===== config.mk =====
export PLATFORM = sky130hd
export DESIGN_NAME = uart_autobaud_ctrl_flat
export DESIGN_NICKNAME = d
export VERILOG_FILES = /design/src/rtl/uart_autobaud_ctrl_if.sv /design/src/rtl/uart_autobaud_ctrl.sv /design/src/flat_wrapper.sv
export SDC_FILE = /design/constraint.sdc
export NUM_CORES = 1
export LEC_CHECK = 0
export BUFFER_PORTS_ARGS = -buffer_cell sky130_fd_sc_hd__buf_4
export CAP_MARGIN = 20
export CORE_ASPECT_RATIO = 1.5
export CORE_MARGIN = 2
export CORE_UTILIZATION = 44
export DETAILED_ROUTE_END_ITERATION = 16
export GPL_ROUTABILITY_DRIVEN = 0
export SYNTH_ARGS = -nofsm -noshare
export SYNTH_HDL_FRONTEND = slang
export SYNTH_SLANG_ARGS = --single-unit

===== constraint.sdc =====
create_clock -name CLK -period 5.8 [get_ports CLK]
set_input_delay 0.87 -clock CLK [delete_from_list [all_inputs] [get_ports CLK]]
set_output_delay 0.87 -clock CLK [all_outputs]
set_load 0.1 [all_outputs]

===== src/rtl/uart_autobaud_ctrl_if.sv =====
// Configuration bus between the UART register block (master) and the
// autobaud/divisor controller (slave).
interface uart_autobaud_ctrl_if;
    logic        sw_div_wr;
    logic [31:0] sw_div;
    logic        autobaud_start;
    logic [31:0] baudrate_division;
    logic        autobaud_busy;
    logic        autobaud_done;
    logic        autobaud_err;

    modport master (
        output sw_div_wr,
        output sw_div,
        output autobaud_start,
        input  baudrate_division,
        input  autobaud_busy,
        input  autobaud_done,
        input  autobaud_err
    );

    modport slave (
        input  sw_div_wr,
        input  sw_div,
        input  autobaud_start,
        output baudrate_division,
        output autobaud_busy,
        output autobaud_done,
        output autobaud_err
    );
endinterface


===== src/rtl/uart_autobaud_ctrl.sv =====
// Owns the UART divisor word: loaded by software or measured from a received
// 0x55 character, never driven below MIN_DIV.
module uart_autobaud_ctrl #(
    parameter int          SYNC_STAGES = 2,
    parameter logic [31:0] RESET_DIV   = 32'd216,
    parameter logic [31:0] MIN_DIV     = 32'd3,
    parameter logic [31:0] TIMEOUT     = 32'd50000000
) (
    input  logic                 CLK,
    input  logic                 HRESET,
    input  logic                 rx,
    uart_autobaud_ctrl_if.slave  cfg
);

    typedef enum logic [1:0] {IDLE, WAIT_HIGH, ARM, MEASURE} state_t;

    state_t                 state, state_n;
    logic [SYNC_STAGES-1:0] sync_q;
    logic                   rx_s, rx_prev, fall;
    logic [31:0]            cyc_cnt, cyc_n;
    logic [2:0]             edge_cnt, edge_n;
    logic [31:0]            to_cnt, to_n, to_inc;
    logic                   timed_out;
    logic [31:0]            div_q, div_n;
    logic                   done_q, done_n;
    logic                   err_q, err_n;
    logic [31:0]            t8, meas_div, sw_clamp;
    logic [32:0]            meas_div33;
    logic                   meas_ok;

    // Synchronizer idles high so reset never fabricates a start-bit edge.
    always_ff @(posedge CLK or negedge HRESET) begin
        if (!HRESET) begin
            sync_q  <= '1;
            rx_prev <= 1'b1;
        end else begin
            sync_q  <= {sync_q[SYNC_STAGES-2:0], rx};
            rx_prev <= rx_s;
        end
    end

    assign rx_s = sync_q[SYNC_STAGES-1];
    assign fall = rx_prev & ~rx_s;

    // t8 includes the current cycle, so it equals eight bit times exactly.
    assign t8         = cyc_cnt + 32'd1;
    assign meas_div33 = ({1'b0, t8} + 33'd8) >> 4;
    assign meas_ok    = meas_div33 > {1'b0, MIN_DIV};
    assign meas_div   = meas_div33[31:0] - 32'd1;

    assign sw_clamp   = (cfg.sw_div < MIN_DIV) ? MIN_DIV : cfg.sw_div;

    assign to_inc     = (to_cnt >= TIMEOUT) ? to_cnt : to_cnt + 32'd1;
    assign timed_out  = to_inc >= TIMEOUT;

    always_ff @(posedge CLK or negedge HRESET) begin
        if (!HRESET) begin
            state    <= IDLE;
            cyc_cnt  <= '0;
            edge_cnt <= '0;
            to_cnt   <= '0;
            div_q    <= RESET_DIV;
            done_q   <= 1'b0;
            err_q    <= 1'b0;
        end else begin
            state    <= state_n;
            cyc_cnt  <= cyc_n;
            edge_cnt <= edge_n;
            to_cnt   <= to_n;
            div_q    <= div_n;
            done_q   <= done_n;
            err_q    <= err_n;
        end
    end

    always_comb begin
        state_n = state;
        cyc_n   = cyc_cnt;
        edge_n  = edge_cnt;
        to_n    = to_cnt;
        div_n   = div_q;
        done_n  = 1'b0;
        err_n   = err_q;

        if (cfg.sw_div_wr) begin
            // Software write overrides and silently aborts any measurement.
            state_n = IDLE;
            div_n   = sw_clamp;
            err_n   = 1'b0;
        end else if (state == IDLE) begin
            if (cfg.autobaud_start) begin
                state_n = WAIT_HIGH;
                err_n   = 1'b0;
                cyc_n   = '0;
                edge_n  = '0;
                to_n    = '0;
            end
        end else begin
            to_n = to_inc;
            if (timed_out) begin
                state_n = IDLE;
                err_n   = 1'b1;
            end else begin
                unique case (state)
                    WAIT_HIGH: begin
                        if (rx_s) state_n = ARM;
                    end
                    ARM: begin
                        if (fall) begin
                            state_n = MEASURE;
                            cyc_n   = '0;
                            edge_n  = 3'd1;
                        end
                    end
                    MEASURE: begin
                        cyc_n = cyc_cnt + 32'd1;
                        if (fall) begin
                            if (edge_cnt == 3'd4) begin
                                state_n = IDLE;
                                if (meas_ok) begin
                                    div_n  = meas_div;
                                    done_n = 1'b1;
                                end else begin
                                    err_n  = 1'b1;
                                end
                            end else begin
                                edge_n = edge_cnt + 3'd1;
                            end
                        end
                    end
                    default: state_n = IDLE;
                endcase
            end
        end
    end

    assign cfg.baudrate_division = div_q;
    assign cfg.autobaud_busy     = (state != IDLE);
    assign cfg.autobaud_done     = done_q;
    assign cfg.autobaud_err      = err_q;

endmodule


===== src/flat_wrapper.sv =====
// flat-port wrapper written by rule: the top's interface ports become plain ports
module uart_autobaud_ctrl_flat 
#(
    parameter int          SYNC_STAGES = 2,
    parameter logic [31:0] RESET_DIV   = 32'd216,
    parameter logic [31:0] MIN_DIV     = 32'd3,
    parameter logic [31:0] TIMEOUT     = 32'd50000000
)
  (CLK, HRESET, rx, cfg_sw_div_wr, cfg_sw_div, cfg_autobaud_start, cfg_baudrate_division, cfg_autobaud_busy, cfg_autobaud_done, cfg_autobaud_err);
  uart_autobaud_ctrl_if cfg_i ();
  input  logic CLK;
  input  logic HRESET;
  input  logic rx;
  input wire logic [$bits(cfg_i.sw_div_wr)-1:0] cfg_sw_div_wr;
  input wire logic [$bits(cfg_i.sw_div)-1:0] cfg_sw_div;
  input wire logic [$bits(cfg_i.autobaud_start)-1:0] cfg_autobaud_start;
  output wire logic [$bits(cfg_i.baudrate_division)-1:0] cfg_baudrate_division;
  output wire logic [$bits(cfg_i.autobaud_busy)-1:0] cfg_autobaud_busy;
  output wire logic [$bits(cfg_i.autobaud_done)-1:0] cfg_autobaud_done;
  output wire logic [$bits(cfg_i.autobaud_err)-1:0] cfg_autobaud_err;
  assign cfg_i.sw_div_wr = cfg_sw_div_wr;
  assign cfg_i.sw_div = cfg_sw_div;
  assign cfg_i.autobaud_start = cfg_autobaud_start;
  assign cfg_baudrate_division = cfg_i.baudrate_division;
  assign cfg_autobaud_busy = cfg_i.autobaud_busy;
  assign cfg_autobaud_done = cfg_i.autobaud_done;
  assign cfg_autobaud_err = cfg_i.autobaud_err;
  uart_autobaud_ctrl #(.SYNC_STAGES(SYNC_STAGES), .RESET_DIV(RESET_DIV), .MIN_DIV(MIN_DIV), .TIMEOUT(TIMEOUT)) u_core (.CLK(CLK), .HRESET(HRESET), .rx(rx), .cfg(cfg_i));
endmodule

Yosys cells after proc, flatten, opt, wreduce, memory -nomap -nowiden
Cells that the tools add are included.
- add/subtract/negate cells: 5
- magnitude comparators: 4
- eq/ne operators: 17
- multiplexer cells: 46
- bitwise gates (word level): 3
- reductions and logical operators: 16
- operator list (cell ; count):
    32-bit 2-to-1 mux ; 14
    32-bit by 1-bit adder with 32-bit output (second input constant) ; 2
    32-bit by 26-bit >= comparator with 1-bit output (second input constant) ; 2
    32-bit case mux with 2 select lines ; 1
    32-bit by 4-bit adder with 33-bit output (second input constant) ; 1
    32-bit by 2-bit < comparator with 1-bit output (second input constant) ; 1
    29-bit by 1-bit subtractor with 30-bit output (second input constant) ; 1
    29-bit by 2-bit > comparator with 1-bit output (second input constant) ; 1
    5-bit by 2-bit inequality test with 1-bit output (second input constant) ; 4
    3-bit 2-to-1 mux ; 6
    2-bit 2-to-1 mux ; 8
    1-bit 2-to-1 mux ; 15
    5-bit AND reduction ; 3
    4-bit nonzero test ; 3
    2-bit nonzero test ; 5
    2-bit inequality test (second input constant) ; 4
    7-bit AND reduction ; 1
    3-bit by 1-bit inequality test with 1-bit output (second input constant) ; 2
    2-bit case mux with 3 select lines ; 1
    3-bit case mux with 2 select lines ; 1
    6-bit AND reduction ; 1
    2-bit equality test (second input constant) ; 2
    4-bit by 3-bit inequality test with 1-bit output (second input constant) ; 1
    3-bit by 1-bit adder with 3-bit output (second input constant) ; 1
    other kinds (9) ; 10
- bits in registers: 106
- input port bits: 37
- output and inout port bits: 35
- word-level logic and storage cells: 100

Longest topological paths before layout
Gate-level depths: netlist of the first run.
- depth in word-level cells: 10
- depth in mapped cells: 18
- mapped depth without buffers: 15

Least setup slack after synthesis of the first run
OpenSTA, ideal clock, no wires.
- path type: reg-to-reg
- start point: reg u_core.cyc_cnt[0]
- end point: reg u_core.div_q[10] (netlist: u_core.cfg.baudrate_division[10])
- data arrival time: 4.277 ns
- path slack: 1.397 ns
- stages on the path, launching flop included: 16
- period minus slack after synthesis: 4.403 ns
- cells stage by stage: dfrtp_1 ha_1 clkbuf_1 a21bo_2 nor3b_1 a211oi_1 nor4_4 nor4_1 o22ai_1 or4b_1 buf_2 or3_4 o31ai_2 o21ai_2 buf_6 mux2_4
- word-level cells in the longest chain between the ends: 10
- elaborated cells between the ends (all ways): 13
- classes of those cells: 3 x add/sub; 1 x order compare; 7 x mux; 2 x reduce/logical
- RTL lines (element ; RTL line ; RTL):
    from (decl) ; uart_autobaud_ctrl.sv:20 ; logic [31:0] cyc_cnt, cyc_n;
    from (signal assigned) ; uart_autobaud_ctrl.sv:67 ; cyc_cnt <= cyc_n;
    32-bit by 1-bit adder with 32-bit output (*) ; uart_autobaud_ctrl.sv:46 ; assign t8 = cyc_cnt + 32'd1;
    32-bit by 4-bit adder with 33-bit output (*) ; uart_autobaud_ctrl.sv:47 ; assign meas_div33 = ({1'b0, t8} + 33'd8) >> 4;
    29-bit by 1-bit subtractor with 30-bit output ; uart_autobaud_ctrl.sv:49 ; assign meas_div = meas_div33[31:0] - 32'd1;
    32-bit 2-to-1 mux ; uart_autobaud_ctrl.sv:120 ; if (meas_ok) begin
    32-bit 2-to-1 mux ; uart_autobaud_ctrl.sv:118 ; if (edge_cnt == 3'd4) begin
    32-bit 2-to-1 mux ; uart_autobaud_ctrl.sv:117 ; if (fall) begin
    32-bit 2-to-1 mux ; uart_autobaud_ctrl.sv:104 ; unique case (state)
    32-bit 2-to-1 mux ; uart_autobaud_ctrl.sv:100 ; if (timed_out) begin
    32-bit 2-to-1 mux ; uart_autobaud_ctrl.sv:90 ; end else if (state == IDLE) begin
    32-bit 2-to-1 mux ; uart_autobaud_ctrl.sv:85 ; if (cfg.sw_div_wr) begin
    to (signal assigned) ; uart_autobaud_ctrl.sv:70 ; div_q <= div_n;
    to (decl) ; uart_autobaud_ctrl.sv:24 ; logic [31:0] div_q, div_n;
Every way passes the cells marked *; elsewhere a longest branch is shown, timed or not. The select of a mux whose other input is x is not followed.
A chain may end at the register's enable or synchronous reset.

Worst setup path in the final report of the first run
- start point: reg u_core.cyc_cnt[0]
- end point: reg u_core.div_q[11] (netlist: u_core.cfg.baudrate_division[11])
Same word-level chain as after synthesis.

==> impl_metrics.toml, run 1 <==
[status]
outcome = "completed"

[setup_path]
path_class = "reg2reg"
path_delay_family = "simple AND/OR/NAND/NOR gates"
cp.buffers_inverters = 1
path_common_cell = "xnor2_2"
slowest_delay_ns = 0.71
required_ns = 6.06
cp-end-kind = "flop"
cp-start-kind = "flop"
critical_path_arrival_ns = 5.53
cp_slowest_cell = "or4_1"
crit_chain = "ha_1, nand3_2, or4_1, xnor2_2, nand4_2, or3_1, xnor2_2, or4b_1, or3_4, o31ai_2, o21ai_2, buf_8, mux2_1"
critPathMaxFanout = 15

[grt]
grt_pass1_vias = 7761
grt_pass1_wl_mm = 41.3
grt_overflow = 0
grt.total_usage = 0.258
grt_max_degree = 67
antenna_found_initial = 0

[cells_and_area]
area_delta_synth_final_pct = 12.3
n_antenna_cell = 0
layout-drive-gt1-share = 0.144
finalInstanceArea_um2 = 9380
final_cell_mix = "nand2_1, dfrtp_1, buf_4, o21ai_0, nor2_1"
fin_nets = 1117
final_common_cell = "nand2_1"

[yosys]
synth_seq_area_share = 0.319
synth-edff-count = 0
syn_nets = 1079
synthArstFlopShare = 1.00
synth_cell_types = 87
syn-cell-area_um2 = 8350
netlist_instances = 1028
syn_avg_cell_area_um2 = 8.12
yosys_warnings = 0
ys_ff_latch = 106
ys.flop_type = "dfrtp_1"

[pwr]
p_leak_nw = 3.84
p_per_area_nw_per_um2 = 190
ir_drop_uv = 113

[floorplanning]
ios = 72
die_w_um = 116
dieArea_um2 = 20100
core_um2 = 18500
die_height_um = 173
std_cell_rows = 61
floorplan.initialDensity = 0.450

[clock_network]
holdBufCountCts = 0
htreeDepth = 3
cts_tree = "built"
cts.sinks = 106
cts-root-buf = "clkbuf_16"
clk_pin_slew_ns = 0.08
post-cts-setup-buffers = 0
clockBufferDepth = 2
cts_buffers = 9
worstSkewPairLatency_ns = 0.37

[routing]
dr.pass1.iters = 5
drt-initial-drc-count = 474
wl_per_cell_um = 19.0
drc = 0
vias = 7905
wl_mm = 25.1
ant_nets = 0
vias_per_cell = 5.98

[timing]
rsz0062_at_grt = "false"
period_needed_ns = 5.27
finalCritPeriodShare = 0.909
finalHoldViolations = 0
setup_tns_ns = 0
setup_viol = 0
worst_pin_slew_ns = 0.949
drv_slew = 0
slew_headroom = 0.365
max_freq_ghz = 0.190
finClkSkew_ns = 0.0109

[place]
portBuffers = 71
place.detailed.hpwl_mm = 19.1
placed_area_um2 = 9080

[worst_hold_path]
hold_class = "reg2reg"

[run]
cap_violations = 0
## path summary, 6_finish.rpt
path,from,end,slack (ns),cells after the start
max,u_core.cyc_cnt[0],u_core.cfg.baudrate_division[11],0.53,13
min,u_core.sync_q[0],u_core.sync_q[1],0.35,0
max reg2reg,u_core.cyc_cnt[0],u_core.cfg.baudrate_division[11],0.53,13
min reg2reg,u_core.sync_q[0],u_core.sync_q[1],0.35,0
max in group asynchronous,HRESET,u_core.cyc_cnt[1],4.04,2
min in group asynchronous,HRESET,u_core.state[1],0.49,1
## timing repair
| item | 4_1_cts | 5_1_grt |
|---|---|---|
| endpoints found under the hold margin | 0 | 0 |
| setup endpoints to repair | 0 | 9 |
| resized for setup | 0 | 1 |
## power breakdown
part | internal, W | switching, W
Combinational | 0.0000955 | 0.000282
Clock | 0.000308 | 0.000301
Sequential | 0.000770 | 0.0000246
Total | 0.00117 | 0.000607
## logic make-up (layout without fill, tap and decap cells)
logic type               Yosys count  after routing  share of synthesized area
AND/OR/NAND/NOR                  424            424                      0.275
AO/OA/AOI/OAI                    305            305                      0.241
flip-flops                       106            106                      0.319
buffers and inverters             93            136                     0.0469
XOR/XNOR                          72             72                     0.0773
adder cells (fa/ha/maj)           14             14                     0.0210
multiplexers                      14             14                     0.0207
## metal layers
metal,part of all wire,track usage,vias up
met4,0.032,0.106,0
met1,0.42,0.322,3782
met2,0.52,0.450,175
met3,0.029,0.0224,49
met5,0,0,-
li1,-,-,3899
## registers in the layout, indices dropped and copies added, names as in the netlist
signal                        count
u_core.cfg.baudrate_division     32
u_core.cyc_cnt                   32
u_core.to_cnt                    32
u_core.edge_cnt                   3
u_core.state                      2
u_core.sync_q                     2
u_core.cfg.autobaud_done          1
u_core.cfg.autobaud_err           1
u_core.rx_prev                    1
## per-stage QoR
stage	worst slack, ns	total power (W)	std cells	hold slack [ns]	utilization
after global routing	0.143	0.00185	1323	0.359	0.506
after CTS	0.382	0.00180	1322	0.360	0.505
final	0.526	0.00178	1323	0.355	0.506
after global placement	0.525	0.00119	1306	0.346	0.490
after detailed placement	0.391	0.00119	1306	0.347	0.490
after floorplan	1.40	0.00107	1028	0.345	-
## cell usage after synthesis, drive strengths merged (11+ instances only)
cell type,n,area share
ha,14,0.021
nor3,35,0.021
a31oi,25,0.019
o21ai,99,0.060
a21o,12,0.011
nor2,62,0.028
nand4,28,0.024
and4,11,0.012
xor2,29,0.030
buf,16,0.012
nand2b,11,0.0082
nor4,29,0.030
inv,26,0.012
xnor2,43,0.047
a21oi,44,0.026
clkbuf,51,0.023
dfrtp,99,0.30
o31ai,36,0.033
and2,17,0.013
and3,17,0.013
nand3,44,0.028
nand2,127,0.057
## cell type report
type                    instances  area (um^2)
clock inverters                 4         33.8
well taps                     252          315
clock buffers                  12          246
repair buffers                 94          713
multi-input cells             829         5310
inverters                      26         97.6
fillers                      1836         9170
flip-flops and latches        106         2660
## worst register-to-register path, stage by stage, from the launching register on
cell and delay [ns]:
dfrtp_1 0.52, ha_1 0.42, nand3_2 0.29, or4_1 0.71, xnor2_2 0.28, nand4_2 0.24, or3_1 0.46, xnor2_2 0.23
or4b_1 0.58, or3_4 0.46, o31ai_2 0.33, o21ai_2 0.16, buf_8 0.19, mux2_1 0.32
Power figures use the tool's default switching activity.
==> run 2: changes to the inputs <==
--- a/config.mk
+++ b/config.mk
@@ -8,7 +8,6 @@
 export BUFFER_PORTS_ARGS = -buffer_cell sky130_fd_sc_hd__buf_4
 export CAP_MARGIN = 20
 export CORE_ASPECT_RATIO = 1.5
-export CORE_MARGIN = 2
 export CORE_UTILIZATION = 44
 export DETAILED_ROUTE_END_ITERATION = 16
 export GPL_ROUTABILITY_DRIVEN = 0
==> run 2 against run 1 <==
Against the previous run:
- global-route usage grew 0.54 points
- final area increased by 0.36%
- first-iteration DRC count fell by 16%
- largest power group unchanged
- fmax shrank 2.1%
- wire length decreased by 1.0%
- combinational power about the same
- sequential share of layout area shrank 0.10 points
- worst hold slack worse by 0.0022 ns
- clock power up 7.9%
- worst setup slack got worse by 0.11 ns
==> impl_metrics.toml, run 2 (synthesis gave the netlist of run 1 again) <==
[routing]
wl_per_cell_um = 18.7
vias = 8008
vias_per_cell = 6.04
dr.pass1.iters = 5
drt-initial-drc-count = 399
wl_mm = 24.8
drc = 0
ant_nets = 0

[timing]
setup_tns_ns = 0
fin_ws_ns = 0.416
finalCritPeriodShare = 0.928
finClkSkew_ns = 0.0118
hold-worst-slack_ns = 0.353
slew_headroom = 0.349
worst_pin_slew_ns = 0.974
setup_viol = 0
finalHoldViolations = 0
max_freq_ghz = 0.186
period_needed_ns = 5.38
drv_slew = 0
rsz0062_at_grt = "false"

[clock_network]
post-cts-setup-buffers = 0
htreeDepth = 3
clk_pin_slew_ns = 0.08
clockBufferDepth = 2
cts_buffers = 9
cts-root-buf = "clkbuf_16"
cts.sinks = 106
holdBufCountCts = 0
worstSkewPairLatency_ns = 0.37
cts_tree = "built"

[setup_path]
ff2ff_path_depth = 12
r2r_end = "u_core.cfg.baudrate_division[11]"
worst_r2r_startpoint = "u_core.cyc_cnt[0]"
path_common_cell = "xnor2_2"
critPathMaxFanout = 15
cp-start-kind = "flop"
r2r_slack_ns = 0.42
slowest_delay_ns = 0.72
required_ns = 6.04
path_class = "reg2reg"
critical_path_arrival_ns = 5.63
crit_chain = "ha_1, nand3_2, or4_1, xnor2_2, nand4_2, or3_1, xnor2_2, or4b_1, or3_4, o31ai_2, o21ai_2, mux2_1"
cp_slowest_cell = "or4_1"
cp-end-kind = "flop"

[run]
cap_violations = 0

[cells_and_area]
finalInstanceArea_um2 = 9410
final_common_cell = "nand2_1"
layout-drive-gt1-share = 0.145
area_delta_synth_final_pct = 12.7
n_antenna_cell = 0
fin_nets = 1119
multi_input_area_um2 = 5310
nFillCells = 1873
final_cell_mix = "nand2_1, dfrtp_1, buf_4, o21ai_0, nor2_1"
seq_area_um2 = 2660

[floorplanning]
std_cell_rows = 61
die_w_um = 114
ios = 72
dieArea_um2 = 19500
die_height_um = 171
floorplan.initialDensity = 0.450
core_um2 = 18500

[grt]
antenna_found_initial = 0
grt_pass1_wl_mm = 40.2
grt_pass1_vias = 7742
grt.total_usage = 0.264
grt_overflow = 0
grt_max_degree = 65

[worst_hold_path]
hold_depth = 0
worstHoldStart = "u_core.sync_q[0]"
hold_class = "reg2reg"
whs_endpoint = "u_core.sync_q[1]"

[place]
placed_area_um2 = 9100
pre_cts_ws_ns = 0.363
place.detailed.hpwl_mm = 18.8
portBuffers = 71

[pwr]
ir_drop_uv = 122
p_leak_nw = 3.87
p_per_area_nw_per_um2 = 194
power.total_w = 0.00183

[status]
outcome = "completed"
[run 2: changes by cell type in the layout (fill, tap and decap cells not counted)]
cell / before / now
clkinv_4: 1 / 0
buf_8: 1 / 0
o21ai_0: 92 / 91
o21ai_1: 5 / 6
bufinv_16: 0 / 1
inv_6: 2 / 1
clkbuf_8: 1 / 2
buf_4: 93 / 96
[run 2: worst max path at each step]
stage / cells past startpoint / to / slack, ns / start
floorplan: 15 / u_core.cfg.baudrate_division[10] / 1.40 / u_core.cyc_cnt[0]
global placement: 12 / u_core.cfg.baudrate_division[18] / 0.51 / u_core.cyc_cnt[0]
detailed placement: 12 / u_core.cfg.baudrate_division[27] / 0.36 / u_core.cyc_cnt[0]
CTS: 12 / u_core.cfg.baudrate_division[27] / 0.34 / u_core.cyc_cnt[0]
global route: 12 / u_core.cfg.baudrate_division[11] / 0.09 / u_core.cyc_cnt[0]
finish: 12 / u_core.cfg.baudrate_division[11] / 0.42 / u_core.cyc_cnt[0]
[run 2: repair_timing]
item / 4_1_cts / 5_1_grt
endpoints found under the setup margin: 0 / 23
gates resized for setup: 0 / 2
endpoints found under the hold margin: 0 / 0
[run 2: stage by stage]
| stage | cells | util |
|---|---|---|
| floorplan | 1028 | - |
| finish | 1325 | 0.507 |
| global route | 1325 | 0.507 |
| global placement | 1309 | 0.491 |
| detailed placement | 1309 | 0.491 |
| CTS | 1325 | 0.507 |
[run 2: worst max-delay path: cells and delay by family (launching register included)]
kind / cells / cell delay, ns
simple gates: 6 / 2.78
compound gates: 2 / 0.62
xor+xnor: 2 / 0.51
flops: 1 / 0.50
fa+ha+maj: 1 / 0.43
mux: 1 / 0.41
[run 2: routing by layer]
layer | global-route usage | part of all wire | up-vias
li1 | - | - | 3902
met1 | 0.312 | 0.42 | 3849
met2 | 0.465 | 0.51 | 201
met3 | 0.0337 | 0.035 | 56
met4 | 0.132 | 0.036 | 0
met5 | 0 | 0 | -
[run 2: report_power, final]
group	switching (W)	internal [W]	total [W]	leakage, nW
registers	0.0000250	0.000770	0.000795	1.39
logic	0.000280	0.0000961	0.000376	2.33
clock network	0.000296	0.000361	0.000657	0.146
[run 2: cell type report]
type | instances | share of cell area
inverter | 26 | 0.0104
timing repair buffer | 96 | 0.0766
clock buffer | 13 | 0.0277
sequential | 106 | 0.283
clock inverter | 3 | 0.00492
multi-input combinational | 829 | 0.564
tap | 252 | 0.0335
==> run 3: changes to the inputs <==
--- a/config.mk
+++ b/config.mk
@@ -11,6 +11,7 @@
 export CORE_UTILIZATION = 44
 export DETAILED_ROUTE_END_ITERATION = 16
 export GPL_ROUTABILITY_DRIVEN = 0
+export REMOVE_ABC_BUFFERS = 1
 export SYNTH_ARGS = -nofsm -noshare
 export SYNTH_HDL_FRONTEND = slang
 export SYNTH_SLANG_ARGS = --single-unit
==> run 3 against run 2 <==
Against the previous run:
- worst hold slack better by 0.0058 ns
- clock power is 3% lower
- non-clock buffer count did not move
- critical path type unchanged
- largest cell class unchanged
- largest power group unchanged
==> impl_metrics.toml, run 3 (synthesis gave the netlist of run 1 again) <==
[floorplanning]
core_um2 = 18500
std_cell_rows = 61
die_height_um = 171
dieArea_um2 = 19500
ios = 72
die_w_um = 114
floorplan.initialDensity = 0.450

[routing]
wl_mm = 25.6
drt-initial-drc-count = 475
wl_per_cell_um = 19.3
dr.pass1.iters = 5
ant_nets = 0
vias_per_cell = 6.09
vias = 8062
drc = 0

[setup_path]
crit_chain = "ha_1, nand3_2, or4_1, xnor2_2, nand4_2, or3_1, xnor2_2, or4b_1, or3_4, o31ai_2, o21ai_2, mux2_1"
slowest_delay_ns = 0.73
path_class = "reg2reg"
critical_path_arrival_ns = 5.58
path_common_cell = "xnor2_2"
cp_slowest_cell = "or4_1"
path_delay_family = "simple AND/OR/NAND/NOR gates"
critPathMaxFanout = 15
cp-end-kind = "flop"
cp-start-kind = "flop"
required_ns = 6.03
cp.buffers_inverters = 0

[place]
post-place-cells = 1309
place.detailed.hpwl_mm = 19.3
pre_cts_ws_ns = 0.356
portBuffers = 71

[timing]
slew_headroom = 0.370
finClkSkew_ns = 0.0137
worst_pin_slew_ns = 0.943
setup_tns_ns = 0
rsz0062_at_grt = "false"
period_needed_ns = 5.34
drv_slew = 0
finalHoldViolations = 0
fin_ws_ns = 0.458
setup_viol = 0
finalCritPeriodShare = 0.921
max_freq_ghz = 0.187

[clock_network]
post-cts-setup-buffers = 0
cts_buffers = 9
cts-root-buf = "clkbuf_16"
worstSkewPairLatency_ns = 0.36
clk_pin_slew_ns = 0.08
holdBufCountCts = 0
cts_tree = "built"
cts.sinks = 106
clockBufferDepth = 2
htreeDepth = 3

[cells_and_area]
final_cell_mix = "nand2_1, dfrtp_1, buf_4, o21ai_0, nor2_1"
layout-drive-gt1-share = 0.146
final_common_cell = "nand2_1"
area_delta_synth_final_pct = 12.6
stdcell_count = 1324
n_antenna_cell = 0
fin_nets = 1119

[grt]
grt_overflow = 0
grt_pass1_wl_mm = 41.9
grt_pass1_vias = 7916
antenna_found_initial = 0
grt.total_usage = 0.275
grt_max_degree = 67

[pwr]
p_leak_nw = 3.86
p_per_area_nw_per_um2 = 193
ir_drop_uv = 114

[worst_hold_path]
hold_class = "reg2reg"

[status]
outcome = "completed"

[run]
cap_violations = 0
run 3: changes by cell type in the layout (fill, tap and decap cells not counted):
cell      delta
clkbuf_1     -1
clkbuf_8     -1
clkinv_2     +1
run 3: per-stage QoR:
stage	utilization	area [um^2]	hold WS [ns]	power, W
floorplan	-	8050	0.345	0.00106
global placement	0.490	9100	0.347	0.00119
detailed placement	0.491	9100	0.349	0.00119
CTS	0.507	9400	0.360	0.00183
global route	0.507	9400	0.367	0.00188
finish	0.507	9400	0.359	0.00181
run 3: worst paths after layout:
kind | startpoint | endpoint | slack, ns | cells past startpoint
min | u_core.sync_q[0] | u_core.sync_q[1] | 0.36 | 0
max reg2reg | u_core.cyc_cnt[0] | u_core.cfg.baudrate_division[12] | 0.46 | 12
max | u_core.cyc_cnt[0] | u_core.cfg.baudrate_division[12] | 0.46 | 12
max in group asynchronous | HRESET | u_core.cfg.baudrate_division[11] | 4.05 | 2
min reg2reg | u_core.sync_q[0] | u_core.sync_q[1] | 0.36 | 0
min in group asynchronous | HRESET | u_core.edge_cnt[2] | 0.63 | 1
run 3: cell type report:
type	instances	area, um^2
fillers	1817	9150
multi-input cells	829	5310
flip-flops and latches	106	2660
repair buffers	96	721
well taps	252	315
clock buffers	11	243
inverters	26	97.6
clock inverters	4	51.3
run 3: power breakdown:
part / switching [W] / internal (W)
registers: 0.0000246 / 0.000770
clock network: 0.000293 / 0.000346
logic: 0.000284 / 0.0000952
total: 0.000601 / 0.00121
run 3: routing by layer:
metal	vias to the layer above	wire length (um)	track usage
met5	-	0	0
met4	0	849	0.117
li1	3893	-	-
met3	53	944	0.0337
met2	215	12900	0.476
met1	3901	10900	0.342
run 3: repair_timing:
action	4_1_cts	5_1_grt
resized for setup	0	2
endpoints found under the setup margin	0	30
endpoints found under the hold margin	0	0
